$ cat src/rtl/riscv_ctrl_pkg.sv
// Shared encodings for the multi-cycle RV32I controller: opcodes,
// ALU-control codes and the sequencer state type.
package riscv_ctrl_pkg;

    localparam logic [6:0] OP_R  = 7'b0110011;
    localparam logic [6:0] OP_I  = 7'b0010011;
    localparam logic [6:0] OP_LW = 7'b0000011;
    localparam logic [6:0] OP_SW = 7'b0100011;
    localparam logic [6:0] OP_BR = 7'b1100011;

    localparam logic [1:0] ALU_OP_ADD   = 2'b00;
    localparam logic [1:0] ALU_OP_BR    = 2'b01;
    localparam logic [1:0] ALU_OP_FUNCT = 2'b10;

    typedef enum logic [3:0] {
        S_IDLE,
        S_FETCH,
        S_DECODE,
        S_EXEC_R,
        S_EXEC_I,
        S_MEM_ADDR,
        S_MEM_RD,
        S_MEM_WR,
        S_MEM_WB,
        S_ALU_WB,
        S_BRANCH,
        S_HALT
    } state_t;

endpackage

$ cat src/rtl/mc_watchdog.sv
// Memory-wait watchdog: counts consecutive cycles a request waits for
// mem_ready and flags expiry on the MEM_TIMEOUT-th unanswered cycle.
module mc_watchdog #(
    parameter int unsigned MEM_TIMEOUT = 16
) (
    input  logic clk,
    input  logic rst_n,
    input  logic busy,
    input  logic mem_ready,
    output logic expired
);

    logic [7:0] cnt;

    // Idle or completed cycles clear the count, so every new request starts at 0.
    always_ff @(posedge clk or negedge rst_n) begin
        if (!rst_n) begin
            cnt <= '0;
        end else if (busy && !mem_ready) begin
            cnt <= cnt + 8'd1;
        end else begin
            cnt <= '0;
        end
    end

    assign expired = busy && !mem_ready && (cnt == 8'(MEM_TIMEOUT - 1));

endmodule

$ cat src/rtl/multicycle_controller.sv
// Moore sequencer for a multi-cycle RV32I datapath sharing one memory port;
// outputs decode the state, qualified by mem_ready for handshake enables.
module multicycle_controller
    import riscv_ctrl_pkg::*;
#(
    parameter int unsigned MEM_TIMEOUT = 16,
    parameter int unsigned RET_W       = 32
) (
    input  logic             clk,
    input  logic             rst_n,
    input  logic [6:0]       opcode,
    input  logic             mem_ready,
    output logic             mem_req,
    output logic             mem_sel,
    output logic             mem_read,
    output logic             mem_write,
    output logic             ir_write,
    output logic             pc_write,
    output logic             mdr_write,
    output logic             alu_src,
    output logic [1:0]       alu_op,
    output logic             mem_to_reg,
    output logic             reg_write,
    output logic             branch,
    output logic             illegal_instr,
    output logic             bus_error,
    output logic             halted,
    output logic [RET_W-1:0] retired
);

    state_t state, state_nxt;
    logic   is_load;
    logic   wd_busy, wd_expired;
    logic   retire, set_illegal, set_bus;

    assign wd_busy = (state inside {S_FETCH, S_MEM_RD, S_MEM_WR});

    mc_watchdog #(.MEM_TIMEOUT(MEM_TIMEOUT)) u_watchdog (
        .clk       (clk),
        .rst_n     (rst_n),
        .busy      (wd_busy),
        .mem_ready (mem_ready),
        .expired   (wd_expired)
    );

    always_ff @(posedge clk or negedge rst_n) begin
        if (!rst_n) begin
            state <= S_IDLE;
        end else begin
            state <= state_nxt;
        end
    end

    // LW/SW share MEM_ADDR, so the load/store choice is latched at decode.
    always_ff @(posedge clk or negedge rst_n) begin
        if (!rst_n) begin
            is_load <= 1'b0;
        end else if (state == S_DECODE) begin
            is_load <= (opcode == OP_LW);
        end
    end

    always_ff @(posedge clk or negedge rst_n) begin
        if (!rst_n) begin
            illegal_instr <= 1'b0;
            bus_error     <= 1'b0;
            retired       <= '0;
        end else begin
            if (set_illegal) illegal_instr <= 1'b1;
            if (set_bus)     bus_error     <= 1'b1;
            if (retire)      retired       <= retired + RET_W'(1);
        end
    end

    always_comb begin
        state_nxt   = state;
        mem_req     = 1'b0;
        mem_sel     = 1'b0;
        mem_read    = 1'b0;
        mem_write   = 1'b0;
        ir_write    = 1'b0;
        pc_write    = 1'b0;
        mdr_write   = 1'b0;
        alu_src     = 1'b0;
        alu_op      = ALU_OP_ADD;
        mem_to_reg  = 1'b0;
        reg_write   = 1'b0;
        branch      = 1'b0;
        halted      = 1'b0;
        retire      = 1'b0;
        set_illegal = 1'b0;
        set_bus     = 1'b0;
        case (state)
            S_IDLE: state_nxt = S_FETCH;
            S_FETCH: begin
                mem_req  = 1'b1;
                ir_write = mem_ready;
                pc_write = mem_ready;
                if (mem_ready) begin
                    state_nxt = S_DECODE;
                end else if (wd_expired) begin
                    state_nxt = S_HALT;
                    set_bus   = 1'b1;
                end
            end
            S_DECODE: begin
                case (opcode)
                    OP_R:         state_nxt = S_EXEC_R;
                    OP_I:         state_nxt = S_EXEC_I;
                    OP_LW, OP_SW: state_nxt = S_MEM_ADDR;
                    OP_BR:        state_nxt = S_BRANCH;
                    default: begin
                        state_nxt   = S_HALT;
                        set_illegal = 1'b1;
                    end
                endcase
            end
            S_EXEC_R: begin
                alu_op    = ALU_OP_FUNCT;
                state_nxt = S_ALU_WB;
            end
            S_EXEC_I: begin
                alu_src   = 1'b1;
                alu_op    = ALU_OP_FUNCT;
                state_nxt = S_ALU_WB;
            end
            S_MEM_ADDR: begin
                alu_src   = 1'b1;
                state_nxt = is_load ? S_MEM_RD : S_MEM_WR;
            end
            S_MEM_RD: begin
                mem_req   = 1'b1;
                mem_sel   = 1'b1;
                mem_read  = 1'b1;
                mdr_write = mem_ready;
                if (mem_ready) begin
                    state_nxt = S_MEM_WB;
                end else if (wd_expired) begin
                    state_nxt = S_HALT;
                    set_bus   = 1'b1;
                end
            end
            S_MEM_WR: begin
                mem_req   = 1'b1;
                mem_sel   = 1'b1;
                mem_write = 1'b1;
                if (mem_ready) begin
                    state_nxt = S_FETCH;
                    retire    = 1'b1;
                end else if (wd_expired) begin
                    state_nxt = S_HALT;
                    set_bus   = 1'b1;
                end
            end
            S_MEM_WB: begin
                reg_write  = 1'b1;
                mem_to_reg = 1'b1;
                state_nxt  = S_FETCH;
                retire     = 1'b1;
            end
            S_ALU_WB: begin
                reg_write = 1'b1;
                state_nxt = S_FETCH;
                retire    = 1'b1;
            end
            S_BRANCH: begin
                alu_op    = ALU_OP_BR;
                branch    = 1'b1;
                state_nxt = S_FETCH;
                retire    = 1'b1;
            end
            S_HALT: halted = 1'b1;
            default: state_nxt = S_IDLE;
        endcase
    end

endmodule

$ cat config.mk
export PLATFORM = sky130hd
export DESIGN_NAME = multicycle_controller
export DESIGN_NICKNAME = d
export VERILOG_FILES = /design/src/rtl/riscv_ctrl_pkg.sv /design/src/rtl/mc_watchdog.sv /design/src/rtl/multicycle_controller.sv
export SDC_FILE = /design/constraint.sdc
export NUM_CORES = 1
export LEC_CHECK = 0
export CORE_MARGIN = 2
export CORE_UTILIZATION = 50
export DETAILED_ROUTE_END_ITERATION = 8
export MAX_ROUTING_LAYER = met4
export PLACE_DENSITY_LB_ADDON = 0.08
export SYNTH_ARGS = -nofsm -noshare
export SYNTH_HDL_FRONTEND = slang
export SYNTH_HIERARCHICAL = 1
export SYNTH_SLANG_ARGS = --single-unit
$ cat constraint.sdc
create_clock -name clk -period 3.3 [get_ports clk]
set_input_delay 0.66 -clock clk [delete_from_list [all_inputs] [get_ports clk]]
set_output_delay 0.66 -clock clk [all_outputs]
set_load 0.02 [all_outputs]
Word-level counts from Yosys, hierarchy flattened
Cells that the tools add are included.
Cells by class
  add/subtract/negate cells: 2
  equal/unequal tests: 17
  reduce and logical (&&, ||, !) cells: 14
  mux-type cells: 27
Operators with widths (count)
  $add 32x1->32 const B: 1
  $pmux 4 s8: 1
  $mux 1: 18
  $eq 4x3->1 const B: 4
  $eq 4x4->1 const B: 4
  $mux 4: 4
  $pmux 4 s4: 1
  $eq 7x6->1 const B: 2
  $reduce_or 2->1: 5
  $add 8x1->8 const B: 1
  $eq 4x2->1 const B: 2
  $eq 8x4->1 const B: 1
  $mux 8: 1
  $eq 7x2->1 const B: 1
  $eq 7x5->1 const B: 1
  $eq 7x7->1 const B: 1
  $reduce_or 3->1: 2
  $reduce_or 5->1: 1
  $eq 4x1->1 const B: 1
  $logic_not 4->1: 1
  $pmux 2 s2: 1
  $reduce_or 4->1: 1
  $reduce_bool 3->1: 1
  $logic_and 1x1->1: 2
  other kinds (2): 2
Word-level totals
  logic and storage cells: 66
  bits in registers: 47

Longest topological paths before layout
Gate-level depths: netlist of the first run.
  word-level depth: 7
  gate-level depth with buffers: 12
  gate-level depth less buffers: 10

By module
The synthesis of the first run kept the hierarchy.
Modules (own cells, without submodules)
  multicycle_controller: cells each 215, area an instance 2212.1 um2, times used 1
  mc_watchdog: cells each 37, area an instance 395.4 um2, times used 1

Worst setup path before layout of the first run
No wires, ideal clock.
  kind: flip-flop to flip-flop
  start point: register state[2]
  end point: register state[1]
  required time: 3217 ps
  slack: 806 ps
  arrival: 2411 ps
  stages on the path, launching flop included: 13
  setup time: 83 ps
  path through: dfrtp_1 -> buf_4 -> nor3b_1 -> a21oi_1 -> nor2_1 -> nand2b_4 -> buf_6 -> or4_4 -> nor3_2 -> nor2_1 -> a2111oi_0 -> a21oi_1 -> o21ai_0
On the way
  word-level cells in the longest chain between the ends: 7
RTL lines
  from (decl): line multicycle_controller.sv:31  | state_t state, state_nxt;
  from (signal assigned): line multicycle_controller.sv:50  | state <= state_nxt;
  $eq 4x1->1 or $eq 4x3->1 (tied branches): line multicycle_controller.sv:36  | assign wd_busy = (state inside {S_FETCH, S_MEM_RD, S_MEM_WR});
  $reduce_bool 3->1 *: line multicycle_controller.sv:36
  net wd_busy: line multicycle_controller.sv:33  | logic wd_busy, wd_expired;
  $logic_and 1x1->1 * (2 in a row): line mc_watchdog.sv:26  | assign expired = busy && !mem_ready && (cnt == 8'(MEM_TIMEOUT - 1));
  net wd_expired: line multicycle_controller.sv:33
  $mux 4 *
  $mux 4, on equally long branches
  $pmux 4 s8 *: line multicycle_controller.sv:93  | case (state)
Mark *: on every way through the listed nets, which the timed path passes. The rest lies on a longest branch.
A chain may end at the register's enable or synchronous reset.

Final worst setup path of the first run
  start point: register state[1]
  end point: register state[1]
The elaborated chain is that of the path after synthesis.

==> results.py, run 1 <==
metrics = {
    "outcome": {
        "status": "complete, no violations",
    },
    "pwr": {
        "power_density_mw_per_mm2": 529,
        "ir_worst_vdd_mv": 0.336,
        "switchingPower_uw": 665,
        "clock_power_share_pct": 19.9,
        "pwr-share-comb_pct": 36.4,
        "p_leak_nw": 1.45,
        "power.internal_mw": 1.07,
        "p_seq_share_pct": 43.7,
        "p_sw_share_pct": 38.3,
    },
    "sta": {
        "timing.final.crit_share_pct": 85.9,
        "rsz0062_at_grt": "false",
        "fmax_mhz": 353,
        "final.setup.tns_ns": 0,
        "finalHoldViolations": 0,
        "clock_skew_ns": 0.00771,
        "tightest_slew_ns": 1.04,
        "period_needed_ns": 2.83,
        "maxSlewViolCount": 0,
        "timing.slew.headroom_pct": 30.6,
        "finalSetupViolCount": 0,
    },
    "yosys": {
        "synth.yosys.seq_area_share_pct": 45.1,
        "synth_seq_cells": 47,
        "yosys.area_share.simple_pct": 27.5,
        "synth_compound_area_share_pct": 8.78,
        "yosys_warnings": 6,
        "synth_mux_area_share_pct": 1.20,
        "synth_cells": 252,
        "ys_types": 53,
        "synth_area_mm2": 0.00261,
        "async_flop_share_pct": 100,
        "synth_top_family_by_area": "simple AND/OR/NAND/NOR gates",
        "synth_fa_ha_area_share_pct": 0.960,
        "ys.flop_type": "dfrtp_1",
        "syn-num-nets": 264,
        "synth_edf_count": 0,
        "avgSynthCellArea_um2": 10.3,
        "synth_xor_area_share_pct": 11.4,
    },
    "clocking": {
        "clock_latency_ns": 0.30,
        "clkTransAtPathRegs_ns": 0.09,
        "cts_resized": 0,
        "root_buffer": "clkbuf_8",
        "tritoncts": "done",
        "clockBufferDepth": 2,
        "numCtsBuffers": 5,
        "cts_hold_buf": 0,
        "cts_setup_buffers": 0,
        "clock-sinks": 47,
        "htree_levels": 2,
    },
    "setup_path": {
        "startpoint_type": "register",
        "crit_fanout": 16,
        "critPathCaptureType": "register",
        "cp.arrival_ns": 3.05,
        "cpPeakStageDelay_ns": 0.57,
        "r2r-start": "state[1]",
        "crit_chain": "nor3b_1 > a21oi_1 > nor2_1 > nand2b_4 > or4_4 > nor3_2 > nor2_1 > a2111oi_0 > a21oi_1 > o21ai_0",
        "r2r_end": "state[1]",
        "path_class": "reg2reg",
        "required_ns": 3.52,
        "reg2reg_depth": 10,
        "crit_path_top_delay_cell": "dfrtp_1",
        "r2r_slack_ns": 0.47,
    },
    "final_layout": {
        "fill_cells": 476,
        "postLayoutCellArea_mm2": 0.00328,
        "drive_gt1_share_pct": 9.09,
        "syn2layout_area_growth_pct": 25.9,
        "nNetsFinal": 319,
        "n_antenna_cell": 0,
    },
    "die": {
        "rows": 26,
        "fp.coreArea_mm2": 0.00507,
        "die_h_um": 76.2,
        "fp.dieW_um": 76.2,
        "io_pins": 58,
        "dieArea_mm2": 0.00581,
        "start_util_pct": 51.4,
    },
    "min_path": {
        "hold_path.class": "reg2reg",
        "min_from": "retired[31]",
        "whs_path_depth": 1,
        "min_to": "retired[31]",
    },
    "global_route": {
        "grt_pass1_vias": 2010,
        "antenna_found_initial": 0,
        "grt_max_degree": 48,
        "grt_overflow": 0,
        "track_usage_pct": 21.7,
        "grt_pass1_wl_mm": 9.89,
    },
    "routing": {
        "dr.pass1.iters": 4,
        "routed_wl_mm": 5.64,
        "drc": 0,
        "vias_per_cell": 5.46,
        "ant_nets": 0,
        "routedWlPerCell_um": 14.9,
        "drt_iter0_drc": 191,
        "vias": 2062,
    },
    "place": {
        "io_buffers": 57,
        "gp_congestion": 0.864,
        "dp.final_hpwl_mm": 3.93,
        "dpl-instance-area_mm2": 0.00320,
    },
    "job": {
        "maxCapViolCount": 0,
    },
}
[power groups by stage]
stage / Sequential [mW] / Clock (mW) / Combinational, mW
after global routing: 0.778 / 0.390 / 0.696
after CTS: 0.758 / 0.357 / 0.639
after floorplan: 0.754 / 0 / 0.421
after global placement: 0.764 / 0 / 0.632
final: 0.758 / 0.346 / 0.632
after detailed placement: 0.768 / 0 / 0.637
[cell usage after synthesis, types with 2 or more instances]
| library cell | number | area share (%) |
|---|---|---|
| dfrtp_1 | 47 | 45 |
| xnor2_1 | 11 | 3.7 |
| nor3b_1 | 3 | 0.86 |
| nand4_1 | 3 | 0.72 |
| and3_1 | 8 | 1.9 |
| a21o_1 | 2 | 0.58 |
| mux2i_1 | 2 | 0.77 |
| nand2b_1 | 8 | 1.9 |
| ha_1 | 2 | 0.96 |
| and2_1 | 4 | 0.96 |
| a21oi_1 | 6 | 1.2 |
| inv_1 | 10 | 1.4 |
| buf_6 | 4 | 1.7 |
| and4_1 | 5 | 1.7 |
| nor4_1 | 5 | 1.2 |
| buf_4 | 3 | 0.86 |
| buf_2 | 3 | 0.58 |
| nor4_4 | 3 | 2.4 |
| nand2_1 | 15 | 2.2 |
| o22ai_1 | 2 | 0.48 |
| o32ai_1 | 2 | 0.67 |
| nand3_1 | 9 | 1.7 |
| nor3_1 | 10 | 1.9 |
| xor2_1 | 23 | 7.7 |
| or3_1 | 3 | 0.72 |
| o2111ai_1 | 4 | 1.3 |
| nor2_1 | 21 | 3.0 |
| o21ai_0 | 5 | 0.96 |
| clkbuf_1 | 3 | 0.43 |
| nor4_2 | 3 | 1.4 |
[logic make-up (layout without fill, tap and decap cells)]
group                    count (synthesis)  after routing
AO/OA/AOI/OAI                           31             31
XOR/XNOR                                34             34
adder cells (fa/ha/maj)                  2              2
buffers and inverters                   23             79
flip-flops                              47             47
multiplexers                             3              3
AND/OR/NAND/NOR                        112            112
[flip-flops by register name, indices dropped and copies added (netlist names)]
register / cells
is_load: 1
illegal_instr: 1
bus_error: 1
state: 4
retired: 32
u_watchdog/cnt: 8
[metal layers]
metal / track usage [%] / wire (um)
met1: 29.6 / 2680
met2: 32.9 / 2650
met3: 4.15 / 226
met4: 6.91 / 91
met5: - / 0
[critical path: cells and delay by family, from the launching register on]
| kind | cells | cell delay [ns] |
|---|---|---|
| AO/OA/AOI/OAI | 4 | 0.72 |
| flip-flops | 1 | 0.57 |
| AND/OR/NAND/NOR | 6 | 1.46 |
[cell type report]
class | count | area [um^2] | share of cell area (%)
Multi-Input combinational cell | 182 | 1300 | 39.6
Sequential cell | 47 | 1180 | 35.8
Timing Repair Buffer | 61 | 596 | 18.1
Tap cell | 70 | 87.6 | 2.67
Clock buffer | 6 | 72.6 | 2.21
Inverter | 10 | 37.5 | 1.14
Clock inverter | 2 | 12.5 | 0.381
[worst max-delay path by stage]
| stage | to | from | slack (ns) | cells past startpoint |
|---|---|---|---|---|
| global placement | state[1] | mem_ready | 0.48 | 8 |
| finish | state[1] | state[1] | 0.47 | 10 |
| CTS | state[1] | state[1] | 0.49 | 10 |
| detailed placement | state[1] | mem_ready | 0.41 | 8 |
| global route | state[1] | state[1] | 0.06 | 10 |
| floorplan | state[1] | state[2] | 0.81 | 12 |
[layout by cell type, fill, tap and decap left out, types with 4 or more instances in the layout]
master and count:
nor4_1 5, and2_1 4, clkdlybuf4s50_1 56, nand2_1 15, and3_1 8, dfrtp_1 47, nor3_1 10, o21ai_0 5
o2111ai_1 4, and4_1 5, buf_4 4, xor2_1 23, clkbuf_8 5, nor2_1 21, nand2b_1 8, inv_1 10
xnor2_1 11, a21oi_1 6, nand3_1 9
[per-stage QoR]
stage	setup slack, ns	hold WS, ns	utilization [%]	cells	power, mW
global route	0.0616	0.507	64.7	378	1.86
floorplan	0.806	0.364	-	252	1.18
finish	0.467	0.478	64.7	378	1.74
global placement	0.477	0.449	63.0	370	1.40
detailed placement	0.408	0.462	63.0	370	1.41
CTS	0.492	0.483	64.7	378	1.75
Note: power is estimated with default switching activity, not from simulation.
==> run 2, diff against run 1 <==
- CORE_UTILIZATION: 50 -> 66
- CTS_BUF_LIST: unset -> sky130_fd_sc_hd__clkbuf_4
- DONT_BUFFER_PORTS: unset -> 1
- GPL_ROUTABILITY_DRIVEN: unset -> 0
==> results.py, run 2 (synthesis results as in run 1) <==
metrics = {
    "outcome": {
        "status": "complete, no violations",
    },
    "setup_path": {
        "crit_chain": "nor3b_1 > a21oi_1 > nor2_1 > nand2b_4 > or4_4 > nor3_2 > nor2_1 > a2111oi_0 > a21oi_1 > o21ai_0",
        "startpoint_type": "register",
        "crit_fanout": 16,
        "r2r_slack_ns": 0.39,
        "reg2reg_depth": 10,
        "path_buf_inv": 0,
        "cp.depth": 10,
        "required_ns": 3.56,
        "path_class": "reg2reg",
        "cpPeakStageDelay_ns": 0.58,
        "critPathCaptureType": "register",
        "cp.arrival_ns": 3.17,
        "cpLargestDelayFamily": "simple AND/OR/NAND/NOR gates",
        "crit_path_top_delay_cell": "dfrtp_1",
    },
    "job": {
        "maxCapViolCount": 0,
    },
    "final_layout": {
        "n_antenna_cell": 0,
        "postLayoutCoreUtil_pct": 72.2,
        "nNetsFinal": 260,
        "largest_reg_flops": 32,
        "top_register": "retired",
        "finalNonFillerCells": 296,
        "syn2layout_area_growth_pct": 2.93,
        "drive_gt1_share_pct": 10.1,
        "fill_cells": 280,
        "layout_commonest_cell": "dfrtp_1",
        "postLayoutCellArea_mm2": 0.00268,
        "layout_common_cells": "dfrtp_1 (47), xor2_1 (23), nor2_1 (21), nand2_1 (15), xnor2_1 (11)",
        "top_regs": "retired: 32 flops, u_watchdog/cnt: 8 flops, state: 4 flops",
    },
    "routing": {
        "ant_nets": 0,
        "vias": 1915,
        "routedWlPerCell_um": 17.2,
        "vias_per_cell": 6.47,
        "routed_wl_mm": 5.09,
        "drc": 0,
        "dr.pass1.iters": 4,
        "drt_iter0_drc": 179,
    },
    "clocking": {
        "clock-sinks": 47,
        "root_buffer": "clkbuf_4",
        "clkTransAtPathRegs_ns": 0.13,
        "cts_resized": 0,
        "clockBufferDepth": 2,
        "tritoncts": "done",
        "numCtsBuffers": 5,
        "clock_latency_ns": 0.34,
        "htree_levels": 2,
        "cts_setup_buffers": 0,
    },
    "sta": {
        "period_needed_ns": 2.91,
        "finalSetupViolCount": 0,
        "timing.final.crit_share_pct": 88.2,
        "finalHoldViolations": 0,
        "tightest_slew_ns": 0.934,
        "timing.slew.headroom_pct": 37.7,
        "final.setup.tns_ns": 0,
        "maxSlewViolCount": 0,
        "timing.final.ws_setup_ns": 0.389,
        "clock_skew_ns": 0.0132,
        "hold-worst-slack_ns": 0.144,
        "fmax_mhz": 344,
        "rsz0062_at_grt": "false",
    },
    "pwr": {
        "p_leak_nw": 1.24,
        "total_power_mw": 1.57,
        "ir_worst_vdd_mv": 0.408,
        "p_seq_share_pct": 51.3,
        "pwr-share-comb_pct": 27.7,
        "switchingPower_uw": 615,
        "p_sw_share_pct": 39.1,
        "power_density_mw_per_mm2": 586,
        "power.internal_uw": 958,
        "clock_power_share_pct": 21.1,
    },
    "global_route": {
        "grt_pass1_wl_mm": 8.36,
        "track_usage_pct": 25.5,
        "grt_max_degree": 48,
        "grt_overflow": 0,
        "antenna_found_initial": 0,
        "grt_pass1_vias": 1832,
    },
    "die": {
        "fp.dieW_um": 66.9,
        "start_util_pct": 70.2,
        "fp.coreArea_mm2": 0.00372,
        "dieArea_mm2": 0.00447,
        "io_pins": 58,
        "rows": 22,
        "die_h_um": 66.9,
    },
    "place": {
        "dp.final_hpwl_mm": 3.58,
        "dpl-instance-area_mm2": 0.00258,
        "io_buffers": 0,
        "placed_cells": 288,
        "place_ws_ns": 0.496,
    },
    "min_path": {
        "hold_path.class": "in2async",
    },
}
## run 2: cell types whose count changed in the layout (fill, tap and decap cells not counted), moves of 3 or more
cell,previous run,this run
buf_4,4,1
clkbuf_8,5,0
clkbuf_4,0,6
clkdlybuf4s50_1,56,0
## run 2: final timing paths
check,endpoint,from
min in group clk,is_load,opcode[5]
setup / recovery,state[1],state[1]
max in group asynchronous,u_watchdog/cnt[4],rst_n
hold reg to reg,u_watchdog/cnt[0],u_watchdog/cnt[0]
setup reg to reg,state[1],state[1]
hold / removal,retired[20],rst_n
## run 2: area by class of cell
class	instances	area (um^2)	share of cell area, %
multi-input cells	182	1300	48.4
flip-flops and latches	47	1180	43.8
well taps	48	60.1	2.24
clock buffers	6	45.0	1.68
inverters	10	37.5	1.40
repair buffers	2	35.0	1.31
clock inverters	1	30.0	1.12
## run 2: per-layer routing
| metal | vias to the layer above | GRT usage (%) | routed length (um) |
|---|---|---|---|
| met5 | - | - | 0 |
| met4 | 0 | 7.40 | 40 |
| met3 | 6 | 7.26 | 388 |
| met2 | 76 | 40.1 | 2410 |
| met1 | 944 | 32.4 | 2240 |
| li1 | 889 | - | - |
## run 2: worst reg2reg max path, cell delays in order (launching register included)
cell and delay, ns:
dfrtp_1 0.58, nor3b_1 0.32, a21oi_1 0.12, nor2_1 0.24, nand2b_4 0.11, or4_4 0.48, nor3_2 0.20, nor2_1 0.11
a2111oi_0 0.43, a21oi_1 0.09, o21ai_0 0.13
## run 2: what timing repair did
item	CTS	global route
hold buffers	1	0
setup endpoints to repair	0	0
hold endpoints to repair	47	0
## run 2: power by group through the flow
stage / Combinational [mW] / Sequential, mW / Clock (mW)
detailed placement: 0.416 / 0.816 / 0
finish: 0.435 / 0.806 / 0.332
global placement: 0.404 / 0.807 / 0
CTS: 0.434 / 0.804 / 0.345
floorplan: 0.421 / 0.754 / 0
global route: 0.479 / 0.822 / 0.373
==> run 3, diff against run 2 <==
- CORE_MARGIN: 2 -> unset
- SKIP_CTS_REPAIR_TIMING: unset -> 1
==> results.py, run 3 (synthesis results as in run 1) <==
metrics = {
    "outcome": {
        "status": "complete, no violations",
    },
    "die": {
        "fp.dieW_um": 64.9,
        "fp.coreArea_mm2": 0.00372,
        "die_h_um": 64.9,
        "dieArea_mm2": 0.00421,
        "start_util_pct": 70.2,
        "rows": 22,
        "io_pins": 58,
    },
    "setup_path": {
        "critPathCaptureType": "register",
        "cpPeakStageDelay_ns": 0.57,
        "reg2reg_depth": 10,
        "r2r-start": "state[1]",
        "startpoint_type": "register",
        "cp.arrival_ns": 3.18,
        "crit_path_top_delay_cell": "dfrtp_1",
        "crit_chain": "nor3b_1 > a21oi_1 > nor2_1 > nand2b_4 > or4_4 > nor3_2 > nor2_1 > a2111oi_0 > a21oi_1 > o21ai_0",
        "path_buf_inv": 0,
        "cpLargestDelayFamily": "simple AND/OR/NAND/NOR gates",
        "crit_fanout": 16,
        "r2r_slack_ns": 0.39,
        "required_ns": 3.57,
        "path_class": "reg2reg",
        "r2r_end": "state[1]",
    },
    "place": {
        "io_buffers": 0,
        "dpl-instance-area_mm2": 0.00258,
        "dp.final_hpwl_mm": 3.56,
    },
    "job": {
        "maxCapViolCount": 0,
    },
    "final_layout": {
        "largest_reg_flops": 32,
        "fill_cells": 296,
        "drive_gt1_share_pct": 10.1,
        "nNetsFinal": 260,
        "top_regs": "retired: 32 flops, u_watchdog/cnt: 8 flops, state: 4 flops",
        "layout_commonest_cell": "dfrtp_1",
        "syn2layout_area_growth_pct": 2.93,
        "n_antenna_cell": 0,
        "postLayoutCellArea_mm2": 0.00268,
        "layout_common_cells": "dfrtp_1 (47), xor2_1 (23), nor2_1 (21), nand2_1 (15), xnor2_1 (11)",
        "postLayoutCoreUtil_pct": 72.2,
        "top_register": "retired",
    },
    "routing": {
        "ant_nets": 0,
        "dr.pass1.iters": 5,
        "drt_iter0_drc": 140,
        "vias_per_cell": 6.25,
        "routed_wl_mm": 4.99,
        "drc": 0,
        "vias": 1849,
        "routedWlPerCell_um": 16.9,
    },
    "pwr": {
        "ir_worst_vdd_mv": 0.376,
        "total_power_mw": 1.57,
        "power_density_mw_per_mm2": 585,
        "p_leak_nw": 1.24,
    },
    "sta": {
        "finalSetupViolCount": 0,
        "finalHoldViolations": 0,
        "fmax_mhz": 343,
        "timing.slew.headroom_pct": 38.0,
        "maxSlewViolCount": 0,
        "rsz0062_at_grt": "false",
        "final.setup.tns_ns": 0,
        "timing.final.crit_share_pct": 88.2,
        "tightest_slew_ns": 0.930,
        "hold-worst-slack_ns": 0.121,
        "clock_skew_ns": 0.0194,
        "period_needed_ns": 2.91,
    },
    "global_route": {
        "grt_pass1_wl_mm": 8.09,
        "grt_max_degree": 48,
        "track_usage_pct": 26.4,
        "grt_pass1_vias": 1772,
        "grt_overflow": 0,
        "antenna_found_initial": 0,
    },
    "clocking": {
        "numCtsBuffers": 5,
        "clockBufferDepth": 2,
        "clock_latency_ns": 0.36,
        "htree_levels": 2,
        "tritoncts": "done",
        "root_buffer": "clkbuf_4",
        "clock-sinks": 47,
        "clkTransAtPathRegs_ns": 0.14,
    },
    "min_path": {
        "hold_path.class": "in2async",
    },
}
## run 3: cell counts in the layout (fill, tap and decap cells not counted)
Identical to the previous run, type by type.
## run 3: metal layers
layer / global-route usage (%) / share of wire (%) / up-vias
met3: 8.98 / 6.4 / 7
met5: - / 0 / -
met4: 8.33 / 1.4 / 0
met2: 40.9 / 48 / 61
li1: - / - / 886
met1: 32.4 / 45 / 895
## run 3: metrics by stage
stage	setup slack [ns]	std cells
3_5_place_dp	0.497	288
3_3_place_gp	0.654	288
5_1_grt	0.113	296
6_report	0.388	296
2_1_floorplan	0.806	252
4_1_cts	0.462	295
## run 3: layout make-up
type                            instances  area (um^2)  share of cell area (%)
Timing Repair Buffer                    2         35.0                    1.31
Clock inverter                          1         30.0                    1.12
Multi-Input combinational cell        182         1300                    48.4
Sequential cell                        47         1180                    43.8
Inverter                               10         37.5                    1.40
Tap cell                               48         60.1                    2.24
Clock buffer                            6         45.0                    1.68
## run 3: worst max path at each step
stage	from	depth (start not counted)	to
global route	state[1]	10	state[1]
detailed placement	state[1]	10	state[1]
finish	state[1]	10	state[1]
floorplan	state[2]	12	state[1]
global placement	state[1]	10	state[1]
CTS	state[1]	10	state[1]
## run 3: report_power, final
group	switching, mW	internal [mW]
Sequential	0.164	0.640
Clock	0.173	0.165
Combinational	0.277	0.154
Total	0.613	0.958
